File: src/rtl/jzjpcc_lsu_pkg.sv
// jzjpcc_lsu_pkg: state encoding, funct3 codes and request legality for the SRAM load/store unit
package jzjpcc_lsu_pkg;
    typedef enum logic [1:0] {IDLE = 2'd0, LOAD = 2'd1, MERGE = 2'd2} lsu_state_t;
    localparam logic [2:0] F3_B  = 3'b000;
    localparam logic [2:0] F3_H  = 3'b001;
    localparam logic [2:0] F3_W  = 3'b010;
    localparam logic [2:0] F3_BU = 3'b100;
    localparam logic [2:0] F3_HU = 3'b101;
    // Unsigned variants exist only for loads; halves need even, words need word-aligned addresses.
    function automatic logic isLegal(input logic write, input logic [2:0] funct3, input logic [1:0] addr);
        case (funct3)
            F3_B:    isLegal = 1'b1;
            F3_H:    isLegal = !addr[0];
            F3_W:    isLegal = addr == 2'b00;
            F3_BU:   isLegal = !write;
            F3_HU:   isLegal = !write && !addr[0];
            default: isLegal = 1'b0;
        endcase
    endfunction
endpackage

File: src/rtl/jzjpcc_lsu_align.sv
// jzjpcc_lsu_align: byte-lane extraction/extension for loads and lane merge for sub-word stores
module jzjpcc_lsu_align
    import jzjpcc_lsu_pkg::*;
(
    input  logic [31:0] word_i,
    input  logic [31:0] data_i,
    input  logic [2:0]  funct3_i,
    input  logic [1:0]  offset_i,
    output logic [31:0] load_o,
    output logic [31:0] merge_o
);
    logic [4:0]  shamt_b;
    logic [4:0]  shamt_h;
    logic [7:0]  byte_sel;
    logic [15:0] half_sel;
    logic [31:0] lane_mask;
    logic [31:0] lane_data;
    always_comb begin
        shamt_b   = {offset_i, 3'b000};
        shamt_h   = {offset_i[1], 4'b0000};
        byte_sel  = 8'(word_i >> shamt_b);
        half_sel  = 16'(word_i >> shamt_h);
        load_o    = funct3_i == F3_B  ? {{24{byte_sel[7]}}, byte_sel} :
                    funct3_i == F3_BU ? {24'd0, byte_sel} :
                    funct3_i == F3_H  ? {{16{half_sel[15]}}, half_sel} :
                    funct3_i == F3_HU ? {16'd0, half_sel} : word_i;
        lane_mask = funct3_i[1:0] == 2'b00 ? 32'h0000_00FF << shamt_b :
                    funct3_i[1:0] == 2'b01 ? 32'h0000_FFFF << shamt_h : 32'hFFFF_FFFF;
        lane_data = funct3_i[1:0] == 2'b01 ? data_i << shamt_h : data_i << shamt_b;
        merge_o   = (word_i & ~lane_mask) | (lane_data & lane_mask);
    end
endmodule

File: src/rtl/jzjpcc_sram_lsu.sv
// jzjpcc_sram_lsu: load/store unit driving one word-wide SRAM port, with read-modify-write for SB/SH
module jzjpcc_sram_lsu
    import jzjpcc_lsu_pkg::*;
#(
    parameter int ADDR_WIDTH = 14
) (
    input  logic                  clock,
    input  logic                  reset,
    input  logic                  reqValid,
    output logic                  reqReady,
    input  logic                  reqWrite,
    input  logic [2:0]            reqFunct3,
    input  logic [31:0]           reqAddress,
    input  logic [31:0]           reqWriteData,
    output logic                  respValid,
    output logic [31:0]           respReadData,
    output logic                  respError,
    output logic [ADDR_WIDTH-1:0] sramAddress,
    output logic [31:0]           sramWriteData,
    output logic                  sramWriteEnable,
    input  logic [31:0]           sramReadData
);
    lsu_state_t            state_q, state_d;
    logic [2:0]            f3_q, f3_d;
    logic [1:0]            off_q, off_d;
    logic [31:0]           data_q, data_d;
    logic [ADDR_WIDTH-1:0] addr_q, addr_d;
    logic                  resp_valid_q, resp_valid_d;
    logic                  resp_error_q, resp_error_d;
    logic [31:0]           resp_data_q, resp_data_d;
    logic [ADDR_WIDTH-1:0] req_word_addr;
    logic                  accept;
    logic                  legal;
    logic                  is_sw;
    logic [31:0]           load_value;
    logic [31:0]           merged_word;
    logic                  unused_addr;

    assign req_word_addr = reqAddress[ADDR_WIDTH+1:2];
    assign unused_addr   = ^reqAddress[31:ADDR_WIDTH+2];
    assign accept        = reqValid && state_q == IDLE;
    assign legal         = isLegal(reqWrite, reqFunct3, reqAddress[1:0]);
    assign is_sw         = reqWrite && reqFunct3 == F3_W;

    jzjpcc_lsu_align u_align (
        .word_i   (sramReadData),
        .data_i   (data_q),
        .funct3_i (f3_q),
        .offset_i (off_q),
        .load_o   (load_value),
        .merge_o  (merged_word)
    );

    always_comb begin
        state_d      = state_q;
        f3_d         = f3_q;
        off_d        = off_q;
        data_d       = data_q;
        addr_d       = addr_q;
        resp_valid_d = 1'b0;
        resp_error_d = resp_error_q;
        resp_data_d  = resp_data_q;
        case (state_q)
            IDLE: if (accept) begin
                f3_d   = reqFunct3;
                off_d  = reqAddress[1:0];
                data_d = reqWriteData;
                addr_d = req_word_addr;
                if (!legal || is_sw) begin
                    resp_valid_d = 1'b1;
                    resp_error_d = !legal;
                    resp_data_d  = '0;
                end else begin
                    state_d = reqWrite ? MERGE : LOAD;
                end
            end
            LOAD: begin
                state_d      = IDLE;
                resp_valid_d = 1'b1;
                resp_error_d = 1'b0;
                resp_data_d  = load_value;
            end
            MERGE: begin
                state_d      = IDLE;
                resp_valid_d = 1'b1;
                resp_error_d = 1'b0;
                resp_data_d  = '0;
            end
            default: state_d = IDLE;
        endcase
    end

    // Reset suppresses the strobe combinationally so an aborted merge never reaches the array.
    always_comb begin
        reqReady        = state_q == IDLE;
        sramAddress     = state_q == IDLE ? req_word_addr : addr_q;
        sramWriteData   = state_q == MERGE ? merged_word : reqWriteData;
        sramWriteEnable = !reset && (state_q == MERGE || (accept && legal && is_sw));
    end

    always_ff @(posedge clock) begin
        if (reset) begin
            state_q      <= IDLE;
            resp_valid_q <= 1'b0;
            resp_error_q <= 1'b0;
            resp_data_q  <= '0;
        end else begin
            state_q      <= state_d;
            f3_q         <= f3_d;
            off_q        <= off_d;
            data_q       <= data_d;
            addr_q       <= addr_d;
            resp_valid_q <= resp_valid_d;
            resp_error_q <= resp_error_d;
            resp_data_q  <= resp_data_d;
        end
    end

    assign respValid    = resp_valid_q;
    assign respError    = resp_error_q;
    assign respReadData = resp_data_q;
endmodule

File: config.mk
export PLATFORM = sky130hd
export DESIGN_NAME = jzjpcc_sram_lsu
export DESIGN_NICKNAME = d
export VERILOG_FILES = /design/src/rtl/jzjpcc_lsu_pkg.sv /design/src/rtl/jzjpcc_lsu_align.sv /design/src/rtl/jzjpcc_sram_lsu.sv
export SDC_FILE = /design/constraint.sdc
export NUM_CORES = 1
export LEC_CHECK = 0
export CAP_MARGIN = 20
export CELL_PAD_IN_SITES_DETAIL_PLACEMENT = 1
export CELL_PAD_IN_SITES_GLOBAL_PLACEMENT = 2
export CORE_MARGIN = 3
export CORE_UTILIZATION = 24
export DETAILED_ROUTE_END_ITERATION = 8
export PLACE_DENSITY_LB_ADDON = 0.1
export SKIP_CTS_REPAIR_TIMING = 1
export SLEW_MARGIN = 20
export SYNTH_ARGS = -nofsm -noshare
export SYNTH_HDL_FRONTEND = slang
export SYNTH_SLANG_ARGS = --single-unit
File: constraint.sdc
create_clock -name clock -period 3.7 [get_ports clock]
set_input_delay 0.555 -clock clock [delete_from_list [all_inputs] [get_ports clock]]
set_output_delay 0.555 -clock clock [all_outputs]
set_load 0.02 [all_outputs]
==> impl_metrics.toml <==
[clock_network]
clk_latency_ns = 0.34
htree_num_levels = 3
clockBufferDepth = 2
clock-sinks = 87
cts_root_buffer = "clkbuf_16"
clk_pin_slew_ns = 0.06
cts_buffers = 9
cts_tree = "built"

[setup_path]
path_cells = "inv_2 > o21ai_4 > buf_12 > mux2i_1 > mux2i_1 > a221o_1 > clkdlybuf4s50_1"
critical-path-max-stage-delay_ns = 0.55
cp.required_ns = 3.14
worstPathMaxFanout = 24
arrival_ns = 2.90
path_class = "reg -> out"
end_kind = "output port"
slowest_stage = "clkdlybuf4s50_1"
path_delay_family = "buffers and inverters"
crit_path_start_kind = "flip-flop"
critPathBufInv = 3
worst_path_most_repeated_cell = "mux2i_1"

[placed_design]
dpl_cell_area_mm2 = 0.00689
place_congestion = 0.801
place_hpwl_um = 14300
dp_slack_ns = 0.491
port_buffers = 168

[floorplanning]
die_y_um = 150
boundaryPins = 185
rows = 51
coreArea_mm2 = 0.0198
die_w_um = 150
die_area_mm2 = 0.0224
initial_core_util_pct = 24.9

[logic_synthesis]
avgSynthCellArea_um2 = 10.7
synth_fp_nets = 570
synth_edf_count = 51
synth.distinct_cells = 53
async_flop_share_pct = 0
ys_ff_latch = 87
postSynthCellCount = 463
synth-main-ff-cell = "edfxtp_1"
yosys_warnings = 0
synth_seq_area_share_pct = 45.5
synthesis.area_mm2 = 0.00494

[finish]
num-fill-cells = 2169
diodes = 0
drive_gt1_share_pct = 12.3
regArea_mm2 = 0.00225
design_area_mm2 = 0.00724
multi_input_area_mm2 = 0.00250
nets = 722
area_growth_pct = 46.4

[grt]
antenna_found_initial = 1
grt_overflow = 0
grt_pass1_wl_um = 28700
grt_max_degree = 52
grt_pass1_vias = 4764
grt.total_usage_pct = 16.7

[sta]
tightestPinTransition_ns = 0.962
rsz0062_at_grt = "false"
fin_crit_sh_pct = 93.5
drv_slew = 0
fin_crit_ns = 3.46
setup_slack_ns = 0.240
setup_viol = 0
hold_viol = 0
fin_tns_setup_ns = 0
fmax_mhz = 289
finClkSkew_ns = 0.00932
relSlewSlack_pct = 35.7

[drt]
viasPerCell = 4.99
ant_nets = 0
vias = 4412
drtIter0Drc = 192
post_drt_wl_per_cell_um = 21.2
drcViolationCount = 0
firstDrtPassIters = 4
wirelength_um = 18800

[worst_hold_path]
hp-class = "reg -> reg"

[power_and_ir_drop]
vdd.ir_drop.worst_v = 0.000226
p_leak_nw = 2.52
power_per_cell_area_mw_per_mm2 = 394

[flow_run]
maxCapViolCount = 0

[status]
status = "completed"
-- per-stage QoR --
stage,hold WS [ns],util (%),instances,total power [mW]
after detailed placement,0.453,34.7,869,1.81
after global routing,0.490,36.5,885,2.98
after CTS,0.480,36.5,885,2.90
after global placement,0.448,34.7,869,1.80
final,0.480,36.5,885,2.85
after floorplan,0.524,-,463,1.47
-- registers in the layout, indices dropped and copies added (netlist names) --
register,count
data_q,32
respReadData,32
addr_q,14
f3_q,3
off_q,2
state_q,2
respError,1
respValid,1
-- metal layers --
metal	up-vias	GRT usage (%)	routed length (um)
li1	2083	-	-
met1	2171	21.4	8320
met2	134	27.5	8830
met3	22	4.51	1210
met4	2	5.17	413
met5	-	0	14
-- final timing paths --
path                                     start                             to  slack (ns)  cells past startpoint
setup / recovery             f3_q[0]$_DFFE_PP_              sramWriteData[28]        0.24                      7
hold / removal    respReadData[0]$_SDFFE_PP0P_   respReadData[0]$_SDFFE_PP0P_        0.48                      1
setup reg to reg       state_q[1]$_SDFFE_PP0P_  respReadData[15]$_SDFFE_PP0P_        1.21                      7
hold reg to reg   respReadData[0]$_SDFFE_PP0P_   respReadData[0]$_SDFFE_PP0P_        0.48                      1
-- Yosys cell counts, types with 9 or more instances --
cell,count,area share (%)
nand2b_1,35,4.4
o21ai_1,10,1.0
nor2b_1,21,2.7
a22oi_1,9,1.4
edfxtp_1,51,31
a21oi_1,46,4.7
mux2i_1,42,8.5
o32ai_2,11,3.6
dfxtp_1,36,15
clkbuf_1,23,1.7
mux2_2,14,3.2
nor2_1,30,2.3
a31oi_1,9,1.1
buf_2,9,0.91
-- placed cells by master (no fill, tap or decap), types with 2 or more instances in the layout --
cell / count
nor3_1: 3
clkbuf_16: 11
nand2_1: 4
inv_1: 2
dfxtp_1: 36
a21o_1: 2
clkdlybuf4s50_1: 167
a22oi_1: 9
mux2i_1: 42
a31oi_1: 9
a21oi_1: 46
nand2b_1: 35
nor2b_1: 21
o221ai_1: 8
o21a_1: 8
a31o_2: 8
ha_1: 3
nand3_1: 2
o2bb2ai_1: 7
nor2_1: 29
and2_1: 2
o21ai_1: 10
bufinv_16: 2
a221o_1: 8
a21oi_2: 2
mux2_2: 14
a211oi_1: 7
inv_2: 2
edfxtp_1: 51
a2bb2oi_1: 8
o22ai_1: 8
o32ai_2: 11
buf_4: 12
o32ai_1: 5
-- cell type report --
type,count,area share [%]
Tap cell,265,4.58
Sequential cell,87,31.1
Clock inverter,4,1.02
Clock buffer,12,3.85
Multi-Input combinational cell,332,34.6
Inverter,4,0.207
Timing Repair Buffer,181,24.7
-- cells by family after synthesis --
logic type,after synthesis,synth area share [%]
flip-flops,87,45.5
adder cells (fa/ha/maj),4,1.01
multiplexers,56,11.7
AND/OR/NAND/NOR,105,11.7
buffers and inverters,44,4.33
AO/OA/AOI/OAI,167,25.7
-- report_power, final --
part	internal [mW]	switching (mW)	total, mW
clock	0.675	0.400	1.08
combinational	0.323	0.365	0.688
sequential	1.07	0.0229	1.09
total	2.07	0.788	2.85
Power figures use the tool's default switching activity.
